--- config.mk ---
export PLATFORM = sky130hd
export DESIGN_NAME = bus_dma
export DESIGN_NICKNAME = d
export VERILOG_FILES = /design/src/rtl/bus_dma_pkg.sv /design/src/rtl/bus_dma.sv
export SDC_FILE = /design/constraint.sdc
export NUM_CORES = 1
export LEC_CHECK = 0
export BUFFER_PORTS_ARGS = -buffer_cell sky130_fd_sc_hd__buf_2
export CORE_ASPECT_RATIO = 0.75
export CORE_MARGIN = 3
export CORE_UTILIZATION = 54
export DETAILED_ROUTE_END_ITERATION = 10
export PLACE_DENSITY = 0.82
export SLEW_MARGIN = 20
export SYNTH_ARGS = -nofsm -noshare
export SYNTH_HDL_FRONTEND = slang
export SYNTH_SLANG_ARGS = --single-unit
--- constraint.sdc ---
create_clock -name clk -period 2.43 [get_ports clk]
set_input_delay 0.243 -clock clk [delete_from_list [all_inputs] [get_ports clk]]
set_output_delay 0.243 -clock clk [all_outputs]
set_load 0.01 [all_outputs]
--- src/rtl/bus_dma_pkg.sv ---
// Shared types and constants for the bus_dma block-copy initiator.
package bus_dma_pkg;

    typedef enum logic [1:0] {
        IDLE  = 2'd0,
        READ  = 2'd1,
        WRITE = 2'd2,
        DONE  = 2'd3
    } state_t;

    localparam int         WORD_BYTES = 4;
    localparam logic [3:0] FULL_MASK  = 4'b1111;

endpackage

--- src/rtl/bus_dma.sv ---
// Word-by-word memory copy engine on the sel/read/write-mask responder bus.
// Optional constant-fill mode (no reads) is enabled with BUS_DMA_FILL_EN.
//
// state | meaning
// IDLE  | waiting for start_in
// READ  | reading the word at src, held until ready_in
// WRITE | writing the data register to dst, held until ready_in
// DONE  | one-cycle done pulse, then back to IDLE
module bus_dma
    import bus_dma_pkg::*;
#(
    parameter int COUNT_WIDTH = 16
) (
    input  logic                   clk,
    input  logic                   reset,
    input  logic                   start_in,
    input  logic [31:0]            src_in,
    input  logic [31:0]            dst_in,
    input  logic [COUNT_WIDTH-1:0] count_in,
`ifdef BUS_DMA_FILL_EN
    input  logic                   fill_in,
    input  logic [31:0]            fill_value_in,
`endif
    output logic                   busy_out,
    output logic                   done_out,
    output logic [31:0]            address_out,
    output logic                   sel_out,
    output logic                   read_out,
    input  logic [31:0]            read_value_in,
    output logic [3:0]             write_mask_out,
    output logic [31:0]            write_value_out,
    input  logic                   ready_in
);

    state_t                 state, state_next;
    logic [31:0]            src, dst, data;
    logic [COUNT_WIDTH-1:0] remaining;
    logic                   fill_start;
    logic                   fill_mode;
    logic                   accept;

    // Byte-offset bits of the addresses are dropped on purpose.
    logic unused_addr_bits;
    assign unused_addr_bits = ^{src_in[1:0], dst_in[1:0]};

    assign accept = (state == IDLE) && start_in && (count_in != '0);

`ifdef BUS_DMA_FILL_EN
    assign fill_start = fill_in;

    always_ff @(posedge clk) begin
        if (reset) begin
            fill_mode <= 1'b0;
        end else if (accept) begin
            fill_mode <= fill_in;
        end
    end
`else
    assign fill_start = 1'b0;
    assign fill_mode  = 1'b0;
`endif

    always_ff @(posedge clk) begin
        if (reset) begin
            state     <= IDLE;
            src       <= '0;
            dst       <= '0;
            data      <= '0;
            remaining <= '0;
        end else begin
            state <= state_next;
            case (state)
                IDLE: begin
                    if (accept) begin
                        src       <= {src_in[31:2], 2'b00};
                        dst       <= {dst_in[31:2], 2'b00};
                        remaining <= count_in;
`ifdef BUS_DMA_FILL_EN
                        if (fill_in) begin
                            data <= fill_value_in;
                        end
`endif
                    end
                end
                READ: begin
                    if (ready_in) begin
                        data <= read_value_in;
                    end
                end
                WRITE: begin
                    if (ready_in) begin
                        src       <= src + 32'(WORD_BYTES);
                        dst       <= dst + 32'(WORD_BYTES);
                        remaining <= remaining - COUNT_WIDTH'(1);
                    end
                end
                default: ;
            endcase
        end
    end

    // Bus outputs depend only on registered state, never on ready_in.
    always_comb begin
        state_next      = state;
        busy_out        = 1'b0;
        done_out        = 1'b0;
        sel_out         = 1'b0;
        read_out        = 1'b0;
        write_mask_out  = 4'b0000;
        address_out     = 32'h0;
        write_value_out = 32'h0;
        case (state)
            IDLE: begin
                if (start_in) begin
                    if (count_in == '0) begin
                        state_next = DONE;
                    end else if (fill_start) begin
                        state_next = WRITE;
                    end else begin
                        state_next = READ;
                    end
                end
            end
            READ: begin
                busy_out    = 1'b1;
                sel_out     = 1'b1;
                read_out    = 1'b1;
                address_out = src;
                if (ready_in) begin
                    state_next = WRITE;
                end
            end
            WRITE: begin
                busy_out        = 1'b1;
                sel_out         = 1'b1;
                write_mask_out  = FULL_MASK;
                address_out     = dst;
                write_value_out = data;
                if (ready_in) begin
                    if (remaining == COUNT_WIDTH'(1)) begin
                        state_next = DONE;
                    end else if (fill_mode) begin
                        state_next = WRITE;
                    end else begin
                        state_next = READ;
                    end
                end
            end
            DONE: begin
                done_out   = 1'b1;
                state_next = IDLE;
            end
            default: state_next = IDLE;
        endcase
    end

endmodule

==> metrics.log <==
[metrics] # rows: 35
[metrics] Worst slew margin: 0.591
[metrics] average cell area after synthesis: approximately 7.3 µm²
[metrics] final setup margin: around 0.17 ns
[metrics] Highest Clock Rate: roughly 440 MHz
[metrics] number of library cell types mapped by synthesis: 62
[metrics] worst path required time: 2.68 ns
[metrics] signal arrival time at the worst endpoint: 2.51 ns
[metrics] wire length of the first global-routing pass: ~35000 µm
[metrics] First-pass DRT Iterations: 6
[metrics] CP max-delay cell: sky130_fd_sc_hd__o21a_2
[metrics] final worst-path cycle share: 0.930
[metrics] Post-synth top cells: 127 x sky130_fd_sc_hd__a21oi_1, 123 x sky130_fd_sc_hd__nand2_1, 110 x sky130_fd_sc_hd__dfxtp_1
[metrics] final core utilization: 0.669
[metrics] number of buffers on the longest clock path: 2
[metrics] violation count after the first detailed-route iteration: about 970
[metrics] pre-CTS setup slack: between 0.2 and 0.25 ns
[metrics] remaining design rule violation count: 0
[metrics] antenna violations before repair: 1
[metrics] Setup violations, final: 0
[metrics] CP max stage delay: ~0.43 ns
[metrics] final global-route overflow total: 0
[metrics] top-level I/O count: around 190
[metrics] Total Nets Final: 1221
[metrics] antenna-violating nets left: 0
[metrics] Post-CTS Setup Bufs: 0
[metrics] sort of element at the start of the critical path: flip-flop
[metrics] Layout Cell Area excl Fill: between 8000 and 9000 µm²
[metrics] setup skew after layout: about 0.012 ns
[metrics] Sink Count: 110
[metrics] number of buffers created by CTS: 9
[metrics] count of maximum capacitance violations: 0
[metrics] Clk Tree Root Cell: sky130_fd_sc_hd__clkbuf_16
[metrics] post-synthesis sequential area ratio: 0.313
[metrics] width of the chip: between 100 and 150 µm
[metrics] maximum number of pins on one net before global-route repair: 66
[metrics] total leakage power: 3.18 nW
[metrics] largest fanout on the critical path: 24
[metrics] Main synth FF type: sky130_fd_sc_hd__dfxtp_1
[metrics] Async SR Flop Fraction: 0
[metrics] sequence of cells on the critical path: inv_1, ha_4, mux2i_1, a21oi_1, o21a_2, buf_4, o21ai_1, a221oi_1
[metrics] dominant delay contributor by cell family on the critical path: compound AO/OA/AOI/OAI gates
[metrics] CTS tree: yes
[metrics] clock slew seen by the registers of the worst setup and hold paths: roughly 0.070 ns
[metrics] count of input and output buffers: between 150 and 200
[metrics] H-Tree Depth: 3
[metrics] detailed-route wire length per cell: about 17 µm
[metrics] unrepaired setup endpoints after global routing: no
[metrics] initial core utilization: 0.562
[metrics] cell area after placement: about 8000 µm²
[metrics] warnings from Yosys: 0
[metrics] detail-routed via count per cell: 6.25
[metrics] post-synthesis instance total: about 960
[metrics] area share of the largest cell type after synthesis: 0.313
[metrics] Placeable Area: 12500 µm²
[metrics] Power per Cell Area: 1120 nW/µm²
[metrics] vias in the first global route: between 6000 and 7000
[metrics] transition time at the pin with the least slew margin: roughly 0.61 ns
[metrics] HPWL after detailed placement: 15100 µm
[metrics] status: completed
[metrics] length of routed met2 wiring: 9810 µm
[metrics] Peak VDD IR: 0.662 mV
[metrics] Final Hold Violating Endpoints: 0
[metrics] Worst Setup Path Type: flip-flop to flip-flop
[metrics] Min-Delay Path Class: input port to flip-flop
[metrics] GP Congestion: between 0.9 and 1
[metrics] overall routing resource usage: 0.296
[metrics] post-route minimum period: 2.26 ns
[metrics] routed wire length: approximately 22000 µm
[metrics] largest cells by area after synthesis: sky130_fd_sc_hd__dfxtp_1 31%, sky130_fd_sc_hd__a21oi_1 9.0%, sky130_fd_sc_hd__nand2_1 6.6%
[metrics] top metal layer carrying routed signals: met4
[metrics] TNS Setup: 0 ns
[metrics] fraction of final layout cells sized beyond drive strength 1: 0.218
[metrics] Clk Latency, worst-skew pair: ~0.36 ns
[metrics] most frequent cell after synthesis: sky130_fd_sc_hd__a21oi_1
[metrics] met3 layer wire length in the routed design: about 2400 µm
[metrics] M1 WL: 9340 µm
[metrics] die height: between 100 and 150 µm
[metrics] total die area: about 14000 µm²
[metrics] synthesis-to-layout area growth: 19.0%
[metrics] number of synthesized flops with an enable pin: 0
[metrics] register bit count reported by yosys: 110
[metrics] count of buffer and inverter cells on the critical path: 2
[metrics] count of pins over their slew limit: 0
[metrics] CTS Hold Bufs: 0
[metrics] top cell type by total area after synthesis: sky130_fd_sc_hd__dfxtp_1
[metrics] netlist area before placement: roughly 7000 µm²
[metrics] via count of the routed design: about 7900
[metrics] critical path endpoint category: flip-flop
## layout by cell type (no fill, tap or decap), types with 12 or more instances in the layout
cell / instances
sky130_fd_sc_hd__o21ai_1: 51
sky130_fd_sc_hd__nand2_1: 123
sky130_fd_sc_hd__a21oi_1: 127
sky130_fd_sc_hd__a211oi_1: 12
sky130_fd_sc_hd__nor4_1: 21
sky130_fd_sc_hd__and2_1: 37
sky130_fd_sc_hd__dfxtp_1: 110
sky130_fd_sc_hd__buf_4: 28
sky130_fd_sc_hd__nand4_1: 25
sky130_fd_sc_hd__nand3_1: 26
sky130_fd_sc_hd__nor2b_1: 51
sky130_fd_sc_hd__inv_1: 13
sky130_fd_sc_hd__nand2b_1: 25
sky130_fd_sc_hd__buf_2: 180
sky130_fd_sc_hd__nor3_1: 28
sky130_fd_sc_hd__nor2_1: 25
sky130_fd_sc_hd__a22oi_1: 28
sky130_fd_sc_hd__o21ai_0: 21
sky130_fd_sc_hd__o32ai_1: 21
## what timing repair did
| action | CTS | global route |
|---|---|---|
| hold endpoints to repair | 0 | 0 |
| setup endpoints to repair | 0 | 4 |
| resized for setup | 0 | 3 |
## per-stage QoR
| stage | hold WS (ns) | total power [mW] | std cells |
|---|---|---|---|
| floorplan | 0.379 | 6.29 | 964 |
| global placement | 0.437 | 7.63 | 1251 |
| detailed placement | 0.442 | 7.72 | 1251 |
| CTS | 0.122 | 9.27 | 1265 |
| global route | 0.127 | 10.0 | 1266 |
| finish | 0.125 | 9.41 | 1266 |
## per-layer routing
layer / up-vias / global-route usage
li1: 3779 / -
met5: - / 0
met4: 0 / 0.0846
met3: 46 / 0.0722
met2: 453 / 0.427
met1: 3638 / 0.437
## cells by family (layout without fill, tap and decap cells)
kind of cell,Yosys count,count (layout),synth area share
buf+inv,106,241,0.0618
simple gates,401,401,0.306
mux,8,8,0.0115
compound gates,328,328,0.292
fa+ha+maj,9,9,0.0160
other cells,1,3,0.000532
flops,110,110,0.313
## final timing paths
check	depth (start not counted)	end	from	slack (ns)
min reg2reg	2	data[5]	data[5]	0.45
max	8	remaining[0]	state[0]	0.17
min	3	data[25]	read_value_in[25]	0.12
max reg2reg	8	remaining[0]	state[0]	0.17
## power by group
group	internal, mW	switching (mW)	total (mW)
Clock	0.845	0.674	1.52
Sequential	2.40	0.869	3.27
Combinational	1.81	2.81	4.62
Total	5.05	4.35	9.41
## sequential cells by signal, summed over array words and instances, names as in the netlist
name and cells:
data 32, src 30, state 2, dst 30
remaining 16
## worst min-delay path, delay by kind of cell
kind | cells | cell delay (ns)
AOI/OAI and AO/OA | 1 | 0.05
and+or+nand+nor | 1 | 0.04
buffers and inverters | 1 | 0.10
## area by class of cell
cell class | count | area, µm²
timing repair buffer | 213 | 1180
antenna | 1 | 2.50
inverter | 14 | 52.6
clock inverter | 3 | 45.0
tap | 166 | 208
sequential | 110 | 2200
multi-input combinational | 748 | 4440
clock buffer | 11 | 253
fill | 1109 | 4140
(Power assumes the default switching activity.)
